[src/rtl/k501_pkg.sv]
// Shared types and defaults for the K501 CPU/video RAM bus arbiter.
package k501_pkg;

  typedef enum logic [1:0] {
    IDLE      = 2'd0,
    WAIT_SLOT = 2'd1,
    ACCESS    = 2'd2,
    DONE      = 2'd3
  } state_t;

  localparam logic [1:0] SLOT_PHASE_DEF = 2'd3;
  localparam int         DATA_W_DEF     = 8;

endpackage

[src/rtl/k501_bus_arbiter.sv]
// Grants the Z80 one pixel phase in four on the shared RAM bus, stalling it
// with WAIT until its slot arrives and latching read data at the end of access.
module k501_bus_arbiter
  import k501_pkg::*;
#(
  parameter logic [1:0] SLOT_PHASE = SLOT_PHASE_DEF,
  parameter int         SLOT_LEN   = 1,
  parameter int         DATA_W     = DATA_W_DEF
) (
  input  logic              clk,
  input  logic              reset,
  input  logic              CEN,
  input  logic [1:0]        H,
  input  logic              MREQ,
  input  logic              RFSH,
  input  logic              RD,
  input  logic              WR,
  input  logic              K501_SEL,
  input  logic [DATA_W-1:0] CPU_DIN,
  input  logic [DATA_W-1:0] RAM_DOUT,
  output logic              ENABLE,
  output logic              WAIT,
  output logic              RAM_WE,
  output logic [DATA_W-1:0] RAM_DIN,
  output logic [DATA_W-1:0] CPU_DOUT,
  output state_t            fsm_state
);

  localparam logic [1:0] CNT_LOAD = 2'(SLOT_LEN - 1);

  // Handshake: req is the CPU's valid; WAIT low is the not-ready stall. The
  // CPU holds its bus cycle until WAIT rises, which happens only in DONE.
  logic req;
  assign req = ~MREQ & RFSH & ~K501_SEL & (~RD | ~WR);

  state_t            state, state_nxt;
  logic [1:0]        cnt, cnt_nxt;
  logic              wr_lat, wr_lat_nxt;
  logic [DATA_W-1:0] ram_din_q, ram_din_nxt;
  logic [DATA_W-1:0] cpu_dout_q, cpu_dout_nxt;
  logic              slot;

  assign slot = (H == SLOT_PHASE);

  always_ff @(posedge clk) begin
    if (reset) begin
      state      <= IDLE;
      cnt        <= 2'd0;
      wr_lat     <= 1'b0;
      ram_din_q  <= '0;
      cpu_dout_q <= '0;
    end else begin
      state      <= state_nxt;
      cnt        <= cnt_nxt;
      wr_lat     <= wr_lat_nxt;
      ram_din_q  <= ram_din_nxt;
      cpu_dout_q <= cpu_dout_nxt;
    end
  end

  always_comb begin
    state_nxt    = state;
    cnt_nxt      = cnt;
    wr_lat_nxt   = wr_lat;
    ram_din_nxt  = ram_din_q;
    cpu_dout_nxt = cpu_dout_q;
    if (CEN) begin
      case (state)
        IDLE: begin
          if (req) begin
            if (slot) begin
              state_nxt   = ACCESS;
              cnt_nxt     = CNT_LOAD;
              wr_lat_nxt  = ~WR;
              ram_din_nxt = CPU_DIN;
            end else begin
              state_nxt = WAIT_SLOT;
            end
          end
        end
        WAIT_SLOT: begin
          // A dropped request beats a slot arriving on the same tick.
          if (!req) begin
            state_nxt = IDLE;
          end else if (slot) begin
            state_nxt   = ACCESS;
            cnt_nxt     = CNT_LOAD;
            wr_lat_nxt  = ~WR;
            ram_din_nxt = CPU_DIN;
          end
        end
        ACCESS: begin
          if (!req) begin
            state_nxt = IDLE;
          end else if (cnt == 2'd0) begin
            state_nxt = DONE;
            if (!wr_lat) cpu_dout_nxt = RAM_DOUT;
          end else begin
            cnt_nxt = cnt - 2'd1;
          end
        end
        DONE: begin
          if (!req) state_nxt = IDLE;
        end
        default: state_nxt = IDLE;
      endcase
    end
  end

  // Reset gates the strobes directly so no write extends past the reset edge.
  assign ENABLE    = ~((state == ACCESS) & ~reset);
  assign RAM_WE    = ~((state == ACCESS) & wr_lat & ~reset);
  assign WAIT      = ~(req & (state != DONE) & ~reset);
  assign RAM_DIN   = ram_din_q;
  assign CPU_DOUT  = cpu_dout_q;
  assign fsm_state = state;

endmodule

[config.mk]
export PLATFORM = sky130hd
export DESIGN_NAME = k501_bus_arbiter
export DESIGN_NICKNAME = d
export VERILOG_FILES = /design/src/rtl/k501_pkg.sv /design/src/rtl/k501_bus_arbiter.sv
export SDC_FILE = /design/constraint.sdc
export NUM_CORES = 1
export LEC_CHECK = 0
export ABC_CLOCK_PERIOD_IN_PS = 1800
export CAP_MARGIN = 20
export CORE_ASPECT_RATIO = 1.75
export CORE_MARGIN = 3
export CORE_UTILIZATION = 37
export CTS_CLUSTER_DIAMETER = 80
export DETAILED_ROUTE_END_ITERATION = 6
export GPL_TIMING_DRIVEN = 0
export PLACE_DENSITY_LB_ADDON = 0.3
export SYNTH_ARGS = -nofsm -noshare
export SYNTH_HDL_FRONTEND = slang
export SYNTH_SLANG_ARGS = --single-unit
[constraint.sdc]
create_clock -name clk -period 1.8 [get_ports clk]
set_input_delay 0.18 -clock clk [delete_from_list [all_inputs] [get_ports clk]]
set_output_delay 0.18 -clock clk [all_outputs]
set_load 0.02 [all_outputs]
==> flow_summary.toml <==
[synthesis]
synth_area_sq_um = 1060
avgSynthCellArea_sq_um = 9.87
ys_seq_area_share_pct = 39.8
synth.distinct_cells = 25
ys_warn_count = 0
syn_nets = 134
syn-instance-count = 107
ys_seq_elements = 21
synth_edf_count = 0
synthArstFlopShare_pct = 0
synth_ff_type = "dfxtp_1"

[timing]
drv_slew = 0
tightest_slew_ns = 0.413
hold_ws_ns = 0.316
period_needed_ns = 1.74
fin_crit_sh_pct = 96.7
finalSetupTns_ns = 0
fmax_mhz = 574
rsz0062_at_grt = "no"
relSlewSlack_pct = 72.5
finalHoldViolations = 0
clock_skew_ns = 0.00199
setup_viol = 0

[final_layout]
final_nets = 187
num-fill-cells = 250
layout_common_cells = "clkdlybuf4s50_1 (43), nand2b_1 (34), dfxtp_1 (18)"
layout_commonest_cell = "clkdlybuf4s50_1"
area_delta_synth_final_pct = 55.8
diodes = 0
fin_util_pct = 60.5
drive_gt1_share_pct = 14.5

[critical_path]
cp.required_ns = 1.95
critical_path_class = "reg2reg"
cp_max_fo = 3
worst_ep_arrival_time_ns = 1.89
end_kind = "flop"
start_kind = "flop"

[route]
antenna_left = 0
wirelength_microns = 2510
drt_iter0_markers = 30
wl_per_cell_microns = 13.5
via_per_inst = 4.92
dr_total_vias = 916
drc = 0
firstDrtPassIters = 4

[cts]
clockBufferDepth = 2
insertion_delay_ns = 0.25
numCtsBuffers = 3
cts_tree = "yes"
htree_num_levels = 1
cts_root_buf = "clkbuf_8"
clk_pin_slew_ns = 0.07
cts_sinks = 21

[placed_design]
hpwl_microns = 1940
io_buffers = 46
gp_congestion = 0.807

[floorplanning]
rows = 25
die_h_microns = 76.7
die-area_sq_um = 3560
core_area_sq_um = 2720
fp.dieW_microns = 46.4
initial_core_util_pct = 38.8
boundaryPins = 47

[grt]
grt_pass1_vias = 1027
grt_use_total_pct = 16.1
grt_antenna_before_repair = 0
grt_max_degree = 13
grt_remaining_overflow = 0
grt_pass1_wl_microns = 4370

[run]
cap_violations = 0

[power]
leakage_uw = 0.000572
power_per_cell_area_nw_per_um2 = 545
ir_worst_vdd_mv = 0.466

[status]
status = "finished clean"

[hold_path]
hp-class = "in2reg"
-- per-layer routing --
layer	vias to the layer above	global-route usage, %	share of wire, %	routed length (microns)
li1	463	-	-	-
met1	420	18.5	38	961
met2	31	28.3	54	1360
met3	2	3.52	7.3	184
met4	0	4.27	0.52	13
met5	-	0	0	0
-- state kept, by name, indices dropped and copies added, names as in the netlist --
signal and cells:
fsm_state 2, RAM_DIN 8, wr_lat 1, cnt 2
CPU_DOUT 8
-- cells in the mapped netlist, types with 3 or more instances --
library cell / n / share of area (%)
inv_1: 3 / 1.1
nand2b_1: 34 / 20
clkbuf_1: 4 / 1.4
mux2_2: 4 / 4.3
dfxtp_1: 21 / 40
mux2i_1: 17 / 16
nor2_1: 6 / 2.1
-- kinds of logic (layout without fill, tap and decap cells) --
| kind of cell | Yosys count | after routing | synth area share, % |
|---|---|---|---|
| AOI/OAI and AO/OA | 7 | 7 | 5.69 |
| adders and majority gates | 1 | 1 | 1.18 |
| buffers and inverters | 8 | 60 | 2.96 |
| DFF | 21 | 21 | 39.8 |
| muxes | 21 | 21 | 20.4 |
| and+or+nand+nor | 49 | 49 | 30.0 |
-- cell type report --
cell class | instances | area [sq um] | share of cell area (%)
Timing Repair Buffer | 48 | 487 | 29.6
Buffer | 5 | 20.0 | 1.22
Clock buffer | 3 | 41.3 | 2.51
Clock inverter | 1 | 5.00 | 0.304
Inverter | 3 | 11.3 | 0.684
Multi-Input combinational cell | 78 | 623 | 37.9
Tap cell | 27 | 33.8 | 2.05
Sequential cell | 21 | 424 | 25.8
-- worst paths after layout --
check / start / endpoint / slack [ns] / cells after the start
worst min register to register: RAM_DIN[0]$_SDFFE_PP0P_ / RAM_DIN[0]$_SDFFE_PP0P_ / 0.48 / 2
worst min-delay path: WR / wr_lat$_SDFFE_PP0P_ / 0.32 / 3
worst max-delay path: cnt[0]$_SDFFE_PP0P_ / cnt[0]$_SDFFE_PP0P_ / 0.06 / 5
worst max register to register: cnt[0]$_SDFFE_PP0P_ / cnt[0]$_SDFFE_PP0P_ / 0.06 / 5
-- where the power goes --
part / switching, uW / internal (uW)
registers: 2.53 / 467
clock network: 147 / 154
logic: 45.2 / 81.2
-- through the flow --
step	cells	instance area (sq um)	power, uW	worst slack (ns)
floorplan	107	1060	529	0.158
global placement	180	1550	601	-0.561
detailed placement	180	1550	603	-0.551
CTS	185	1600	909	0.0114
global route	186	1650	942	0.0193
finish	186	1650	897	0.0588
-- timing repair --
| action | in CTS | in global routing |
|---|---|---|
| cloned | 0 | 0 |
| pin swaps | 2 | 4 |
| endpoints found under the setup margin | 3 | 5 |
| hold buffers | 0 | 0 |
| gates resized for setup | 6 | 9 |
| buffers inserted | 1 | 1 |
-- critical path, stage by stage (launching register included) --
cell,delay (ns)
dfxtp_2,0.33
inv_1,0.05
ha_2,0.20
or3b_4,0.39
a211oi_4,0.29
mux2_2,0.36
No activity file was read; power rests on OpenSTA's default activity.
